`src/rtl/sysbus_arbiter.sv`:
```
// Two-requester round-robin arbiter for a shared burst bus (instruction fetch vs data).
// One transaction at a time: address phase, then BEATS write-data or read-response beats.
module sysbus_arbiter #(
    parameter int BUS_DATA_WIDTH = 64,
    parameter int BUS_TAG_WIDTH  = 13,
    parameter int BEATS          = 8
) (
    input  logic                      clk,
    input  logic                      reset,
    input  logic                      m0_reqcyc,
    input  logic [BUS_DATA_WIDTH-1:0] m0_req,
    input  logic [BUS_TAG_WIDTH-1:0]  m0_reqtag,
    output logic                      m0_reqack,
    output logic                      m0_respcyc,
    output logic [BUS_DATA_WIDTH-1:0] m0_resp,
    output logic [BUS_TAG_WIDTH-1:0]  m0_resptag,
    input  logic                      m0_respack,
    input  logic                      m1_reqcyc,
    input  logic [BUS_DATA_WIDTH-1:0] m1_req,
    input  logic [BUS_TAG_WIDTH-1:0]  m1_reqtag,
    output logic                      m1_reqack,
    output logic                      m1_respcyc,
    output logic [BUS_DATA_WIDTH-1:0] m1_resp,
    output logic [BUS_TAG_WIDTH-1:0]  m1_resptag,
    input  logic                      m1_respack,
    output logic                      bus_reqcyc,
    output logic [BUS_DATA_WIDTH-1:0] bus_req,
    output logic [BUS_TAG_WIDTH-1:0]  bus_reqtag,
    output logic                      bus_respack,
    input  logic                      bus_reqack,
    input  logic                      bus_respcyc,
    input  logic [BUS_DATA_WIDTH-1:0] bus_resp,
    input  logic [BUS_TAG_WIDTH-1:0]  bus_resptag,
    output logic [1:0]                owner
);

    typedef enum logic [1:0] {IDLE, ADDR, WDATA, RDATA} state_t;

    localparam int              CNT_W     = (BEATS > 1) ? $clog2(BEATS) : 1;
    localparam logic [CNT_W-1:0] LAST_BEAT = CNT_W'(BEATS - 1);
    localparam int              WR_BIT    = 12;
    localparam logic [1:0]      OWN_NONE  = 2'b00;
    localparam logic [1:0]      OWN_M0    = 2'b01;
    localparam logic [1:0]      OWN_M1    = 2'b10;

    state_t           state_q, state_d;
    logic [1:0]       owner_q, owner_d;
    logic             prio_q, prio_d;
    logic [CNT_W-1:0] cnt_q, cnt_d;

    logic                      own_reqcyc;
    logic [BUS_DATA_WIDTH-1:0] own_req;
    logic [BUS_TAG_WIDTH-1:0]  own_tag;
    logic                      own_respack;
    logic                      beat_done;

    always_ff @(posedge clk or negedge reset) begin
        if (!reset) begin
            state_q <= IDLE;
            owner_q <= OWN_NONE;
            prio_q  <= 1'b0;
            cnt_q   <= '0;
        end else begin
            state_q <= state_d;
            owner_q <= owner_d;
            prio_q  <= prio_d;
            cnt_q   <= cnt_d;
        end
    end

    // Owner-side view of the requester ports; nothing is selected while owner is none.
    always_comb begin
        own_reqcyc  = (owner_q == OWN_M1) ? m1_reqcyc  : ((owner_q == OWN_M0) & m0_reqcyc);
        own_req     = (owner_q == OWN_M1) ? m1_req     : m0_req;
        own_tag     = (owner_q == OWN_M1) ? m1_reqtag  : m0_reqtag;
        own_respack = (owner_q == OWN_M1) ? m1_respack : ((owner_q == OWN_M0) & m0_respack);
    end

    always_comb begin
        bus_reqcyc  = ((state_q == ADDR) || (state_q == WDATA)) & own_reqcyc;
        bus_req     = own_req;
        bus_reqtag  = own_tag;
        bus_respack = (state_q == RDATA) & own_respack;
        m0_reqack   = (owner_q == OWN_M0) & bus_reqack;
        m1_reqack   = (owner_q == OWN_M1) & bus_reqack;
        m0_respcyc  = (state_q == RDATA) & (owner_q == OWN_M0) & bus_respcyc;
        m1_respcyc  = (state_q == RDATA) & (owner_q == OWN_M1) & bus_respcyc;
        m0_resp     = bus_resp;
        m0_resptag  = bus_resptag;
        m1_resp     = bus_resp;
        m1_resptag  = bus_resptag;
        owner       = owner_q;
    end

    always_comb begin
        state_d   = state_q;
        owner_d   = owner_q;
        prio_d    = prio_q;
        cnt_d     = cnt_q;
        beat_done = 1'b0;
        case (state_q)
            IDLE: begin
                if (m0_reqcyc || m1_reqcyc) begin
                    state_d = ADDR;
                    if (m0_reqcyc && m1_reqcyc) begin
                        owner_d = prio_q ? OWN_M1 : OWN_M0;
                    end else begin
                        owner_d = m1_reqcyc ? OWN_M1 : OWN_M0;
                    end
                end
            end
            ADDR: begin
                if (!own_reqcyc) begin
                    // Abandoned request: give up ownership without touching the pointer.
                    state_d = IDLE;
                    owner_d = OWN_NONE;
                end else if (bus_reqack) begin
                    state_d = own_tag[WR_BIT] ? WDATA : RDATA;
                    cnt_d   = '0;
                end
            end
            WDATA:   beat_done = own_reqcyc & bus_reqack;
            RDATA:   beat_done = bus_respcyc & own_respack;
            default: state_d = IDLE;
        endcase
        if (beat_done) begin
            if (cnt_q == LAST_BEAT) begin
                state_d = IDLE;
                owner_d = OWN_NONE;
                prio_d  = (owner_q == OWN_M0);
                cnt_d   = '0;
            end else begin
                cnt_d = cnt_q + 1'b1;
            end
        end
    end

endmodule
```
`config.mk`:
```
export PLATFORM = sky130hd
export DESIGN_NAME = sysbus_arbiter
export DESIGN_NICKNAME = d
export VERILOG_FILES = /design/src/rtl/sysbus_arbiter.sv
export SDC_FILE = /design/constraint.sdc
export NUM_CORES = 1
export LEC_CHECK = 0
export BUFFER_PORTS_ARGS = -buffer_cell sky130_fd_sc_hd__buf_2
export CAP_MARGIN = 25
export CORE_AREA = 5 5 184 186
export DETAILED_ROUTE_END_ITERATION = 16
export DIE_AREA = 0 0 189 191
export GPL_TIMING_DRIVEN = 0
export PLACE_DENSITY = 0.45
export SLEW_MARGIN = 15
export SYNTH_ARGS = -nofsm -noshare
export SYNTH_HDL_FRONTEND = slang
export SYNTH_SLANG_ARGS = --single-unit
```
`constraint.sdc`:
```
create_clock -name clk -period 1.7 [get_ports clk]
set_input_delay 0.17 -clock clk [delete_from_list [all_inputs] [get_ports clk]]
set_output_delay 0.17 -clock clk [all_outputs]
set_load 0.005 [all_outputs]
```
==> results of run 1 <==
-- layer usage --
metal,GRT usage,vias up
li1,-,1782
met3,0.0237,10
met4,0.0135,0
met5,0,-
met2,0.152,267
met1,0.0841,1650
-- worst reg2reg max path, stage by stage, from the launching register on --
cell	delay, ns
dfrtp_2	0.42
buf_6	0.13
buf_6	0.11
nand3b_1	0.20
a21oi_4	0.26
a21o_4	0.14
and2_4	0.16
mux2_4	0.29
-- registers in the layout (all words and copies together) (netlist names) --
name,cells
cnt_q,3
prio_q,1
state_q,2
owner,2
-- cells by family after synthesis --
group | count (synthesis) | synth area share
buffers and inverters | 167 | 0.445
AOI/OAI and AO/OA | 23 | 0.0587
adders and majority gates | 6 | 0.0275
and+or+nand+nor | 32 | 0.0683
muxes | 79 | 0.327
DFF | 8 | 0.0733
-- area by class of cell --
class	count	area (um^2)	share of cell area
plain buffers	164	1360	0.204
clock buffers	3	75.1	0.0112
inverters	3	11.3	0.00169
multi-input cells	140	1680	0.252
flip-flops and latches	8	204	0.0305
well taps	408	510	0.0764
repair buffers	430	2830	0.424
-- placed cells by master (no fill, tap or decap), drive strengths merged --
cell type / instances
nor3: 3
inv: 3
nor2b: 2
nand3b: 5
buf: 584
a21boi: 2
a22o: 1
a21oi: 6
nor4b: 1
nand2: 1
a32oi: 1
nand2b: 2
nand3: 1
a31oi: 1
a32o: 1
o31ai: 1
and3: 2
ha: 6
dlygate4sd3: 1
a31o: 1
clkbuf: 12
dfrtp: 8
a221oi: 1
a21o: 1
and2: 6
o22ai: 2
o211ai: 1
o21ai: 4
mux2i: 1
mux2: 78
nor2: 8
and3b: 1
-- worst max path at each step --
stage / start / slack, ns / to
finish: owner[0] / -0.18 / bus_reqtag[8]
global route: owner[0] / -0.22 / bus_reqtag[8]
CTS: owner[0] / -0.19 / bus_reqtag[8]
detailed placement: owner[1] / -0.50 / bus_reqtag[4]
global placement: owner[1] / -0.48 / bus_reqtag[4]
floorplan: owner[1] / -0.02 / prio_q
-- power by group --
group / total [mW] / switching (mW) / internal, mW
Clock: 0.394 / 0.0912 / 0.303
Combinational: 4.46 / 1.58 / 2.87
Sequential: 0.303 / 0.0633 / 0.240
Total: 5.15 / 1.74 / 3.42
-- what timing repair did --
action,in CTS,in global routing
pin swaps,9,5
cloned,5,0
endpoints found under the hold margin,8,0
setup endpoints to repair,90,89
buffers inserted,18,9
gates resized for setup,180,44
hold buffers,1,0
==> flow_metrics.py, run 1 <==
metrics = {
    "clock_tree": {
        "cts_buffers": 3,
        "worstSkewPairLatency_ns": 0.23,
        "cts-root-buf": "clkbuf_16",
        "cts.sinks": 8,
        "clk_pin_slew_ns": 0.04,
        "cts_tree": "built",
        "clock_path_buffers": 2,
        "cts-htree-levels": 1,
    },
    "critical_path": {
        "path_class": "register to primary output",
        "reg2reg_slack_ns": -0.13,
        "start_kind": "register",
        "crit_family": "buffers and inverters",
        "r2r_end": "prio_q",
        "r2r_cells": 7,
        "worstPathRequired_ns": 1.53,
        "path_cells": "nor2b_4 > buf_12 > buf_12 > buf_12 > buf_8 > mux2_4 > buf_6",
        "crit_fanout": 5,
        "cp_slowest_cell": "dfrtp_2",
        "cp.arrival_ns": 1.71,
        "worstSetupPathDepth": 7,
        "cp_common_cell": "buf_12",
        "max_stage_delay_ns": 0.42,
        "path_buf_inv": 5,
        "r2r_start": "owner[0]",
        "endpoint_kind": "primary output",
    },
    "layout": {
        "layout.nets": 995,
        "syn_to_final_growth_pct": 145,
        "diodes": 0,
        "design_area_um2": 6680,
        "fill_cells": 3566,
        "drive_gt1_frac": 0.933,
        "final-instance-count-excl-fill": 1156,
        "utilization": 0.208,
    },
    "sta": {
        "rsz0062_at_grt": "yes",
        "min_period_over_period": 1.10,
        "fin_crit_ns": 1.88,
        "holdWs_ns": 0.299,
        "setup_violations": 87,
        "finalHoldViolCount": 0,
        "skew_ns": 0.000655,
        "tns_ns": -9.12,
        "slew_headroom": 0.812,
        "tightest_slew_ns": 0.279,
        "timing.final.ws_setup_ns": -0.176,
        "fmax_mhz": 533,
        "finalMaxSlewViolations": 0,
    },
    "grt": {
        "grt_antenna_before_repair": 0,
        "grt_start_max_net_pins": 11,
        "grt_pass1_vias": 3851,
        "grt_pass1_wl_mm": 21.9,
        "grt_usage": 0.0781,
        "grt_overflow_total": 0,
    },
    "hold_path": {
        "min-delay-start": "m0_reqcyc",
        "hp-class": "primary input to register",
        "whs_endpoint": "owner[0]",
        "holdPathStages": 3,
    },
    "floorplan": {
        "die-area_um2": 36100,
        "pin_count": 478,
        "initial_core_util": 0.0850,
        "core_area_um2": 32100,
        "die_y_um": 191,
        "chipWidth_um": 189,
        "rows": 66,
    },
    "drt": {
        "routed-wl-met2_mm": 8.71,
        "wl_met1_mm": 5.71,
        "highest_layer": "met4",
        "met3_wirelength_mm": 1.67,
        "ant_nets": 0,
        "drt-vias-per-instance": 3.21,
        "drc": 0,
        "drt_iter0_markers": 93,
        "dr.pass1.iters": 4,
        "vias": 3709,
        "wl_per_cell_um": 14.1,
        "drt_wl_total_mm": 16.3,
    },
    "placed_design": {
        "dp_hpwl_mm": 13.8,
        "dpl.cell_count": 1123,
        "place_congestion": 0.802,
        "io_buffer_count": 400,
        "dp_slack_ns": -0.498,
        "dpl_cell_area_um2": 5250,
    },
    "yosys": {
        "syn_avg_cell_area_um2": 8.67,
        "async_reset_ff_frac": 1.00,
        "synth_cells": 315,
        "ys_seq_area_frac": 0.0733,
        "synth_top_area_cell": "buf_4",
        "netlist_top_cells_count": "buf_4 (154), mux2_2 (77), dfrtp_1 (8), nor2_1 (8)",
        "synth_area_leaders": "buf_4 (42%), mux2_2 (32%), dfrtp_1 (7.3%), ha_1 (2.7%), nand3b_1 (1.4%)",
        "synth-edff-count": 0,
        "synth.most_common_cell": "buf_4",
        "synthDistinctLibCells": 35,
        "syn-num-nets": 560,
        "syn-cell-area_um2": 2730,
        "ys_seq_elements": 8,
        "synth_flop_cell": "dfrtp_1",
        "yosysTopAreaCellShare": 0.423,
        "yosys_warnings": 0,
    },
    "pwr": {
        "vdd_drop_max_mv": 0.413,
        "p_leak_nw": 3.66,
        "p_total_mw": 5.15,
        "p_per_area_nw_per_um2": 772,
    },
    "status": {
        "status": "finished with violations",
        "violations": "setup timing",
    },
    "run": {
        "maxCapViolCount": 0,
    },
}
(Power assumes the default switching activity.)
==> inputs of run 2 (changes only) <==
Clock period 1.7 ns to 1.55 ns, I/O delays scaled along.
==> run 2 against run 1 <==
Against the previous run: global-route usage decreased by 0.87 points; critical endpoint is now bus_reqtag[4]; combinational power down 5.4%; cell count shrank 0.43%; the flow still finishes with violations (setup timing); sequential share of layout area is 0.21 points higher; final area is 6.5% lower; highest routed layer unchanged; largest power group unchanged; die area stayed put; clock skew about the same; first-iteration DRC count fell by 41%.
==> flow_metrics.py, run 2 (same netlist as run 1, synthesis figures left out) <==
metrics = {
    "floorplan": {
        "pin_count": 478,
        "die-area_um2": 36100,
        "chipWidth_um": 189,
        "rows": 66,
        "initial_core_util": 0.0850,
        "die_y_um": 191,
        "core_area_um2": 32100,
    },
    "placed_design": {
        "io_buffer_count": 400,
        "dp_hpwl_mm": 13.1,
        "place_congestion": 0.751,
        "dp_slack_ns": -0.549,
        "dpl.cell_count": 1123,
        "dpl_cell_area_um2": 5260,
    },
    "layout": {
        "final_common_cell": "buf_2",
        "largest_register": "cnt_q",
        "drive_gt1_frac": 0.930,
        "final-instance-count-excl-fill": 1151,
        "largest_register_ffs": 3,
        "diodes": 0,
        "design_area_um2": 6240,
        "syn_to_final_growth_pct": 129,
        "fill_cells": 3558,
        "layout_common_cells": "buf_2 (357), buf_4 (165), buf_6 (55), mux2_4 (44), mux2_2 (34)",
        "layout.nets": 990,
    },
    "pwr": {
        "p_leak_nw": 3.42,
        "p_total_mw": 4.99,
        "vdd_drop_max_mv": 0.352,
        "p_per_area_nw_per_um2": 799,
    },
    "critical_path": {
        "path_buf_inv": 4,
        "endpoint_kind": "primary output",
        "cp_slowest_cell": "dfrtp_2",
        "worstPathRequired_ns": 1.39,
        "crit_fanout": 7,
        "max_stage_delay_ns": 0.41,
        "start_kind": "register",
        "crit_family": "buffers and inverters",
        "path_class": "register to primary output",
        "cp.arrival_ns": 1.68,
        "cp_common_cell": "buf_12",
        "path_cells": "nor2b_4 > buf_12 > buf_12 > buf_12 > mux2_4 > buf_6",
    },
    "drt": {
        "drt-vias-per-instance": 3.19,
        "drt_wl_total_mm": 15.4,
        "ant_nets": 0,
        "drc": 0,
        "wl_per_cell_um": 13.4,
        "drt_iter0_markers": 55,
        "vias": 3671,
        "dr.pass1.iters": 4,
    },
    "sta": {
        "tns_ns": -17.82,
        "finalHoldViolCount": 0,
        "finalMaxSlewViolations": 0,
        "skew_ns": 0.000879,
        "fin_crit_ns": 1.83,
        "timing.final.ws_setup_ns": -0.283,
        "slew_headroom": 0.828,
        "rsz0062_at_grt": "yes",
        "fmax_mhz": 546,
        "min_period_over_period": 1.18,
        "setup_violations": 89,
        "tightest_slew_ns": 0.256,
    },
    "grt": {
        "grt_overflow_total": 0,
        "grt_antenna_before_repair": 1,
        "grt_pass1_wl_mm": 20.0,
        "grt_start_max_net_pins": 11,
        "grt_pass1_vias": 3614,
        "grt_usage": 0.0694,
    },
    "clock_tree": {
        "cts.sinks": 8,
        "worstSkewPairLatency_ns": 0.23,
        "clk_pin_slew_ns": 0.04,
        "cts-root-buf": "clkbuf_16",
        "cts_tree": "built",
        "cts_buffers": 3,
        "cts-htree-levels": 1,
        "clock_path_buffers": 2,
    },
    "run": {
        "maxCapViolCount": 0,
    },
    "hold_path": {
        "hp-class": "primary input to register",
    },
    "status": {
        "violations": "setup timing",
        "status": "finished with violations",
    },
}
run 2: final timing paths:
kind,startpoint,endpoint,slack (ns),cells past startpoint
max,owner[0],bus_reqtag[4],-0.28,6
min,m0_reqcyc,owner[0],0.25,3
max reg2reg,owner[0],prio_q,-0.28,7
min reg2reg,prio_q,prio_q,0.50,1
max in group asynchronous,reset,owner[0],1.01,2
min in group asynchronous,reset,prio_q,0.32,2
run 2: layout make-up:
type	count	area, um^2	area share
repair buffers	426	2590	0.415
multi-input cells	140	1570	0.251
plain buffers	163	1280	0.206
well taps	408	510	0.0818
flip-flops and latches	8	204	0.0327
clock buffers	3	75.1	0.0120
inverters	3	11.3	0.00180
run 2: report_power, final:
part	switching, mW	leakage, nW	internal [mW]
Sequential	0.0694	0.103	0.263
Combinational	1.59	3.28	2.63
Clock	0.109	0.0370	0.334
run 2: worst min-delay path, cell delays in order:
cell,delay (ns)
buf_2,0.13
o21ai_0,0.10
a21oi_2,0.06
run 2: per-stage QoR:
| step | utilization | hold WS, ns |
|---|---|---|
| floorplan | - | -0.141 |
| global placement | 0.164 | 0.0302 |
| detailed placement | 0.164 | 0.0284 |
| CTS | 0.183 | 0.248 |
| global route | 0.194 | 0.290 |
| finish | 0.194 | 0.253 |
run 2: timing repair:
item                                   CTS  global route
buffers inserted                        17             5
setup endpoints to repair               90            90
hold buffers                             1             0
resized for setup                       82            73
pin swaps                                7             9
cloned                                   2             4
endpoints found under the hold margin    8             0
run 2: routing by layer:
metal,track usage,wire length (um)
met1,0.0745,5370
met5,0,0
met2,0.144,8480
met3,0.0141,1480
met4,0.00561,62
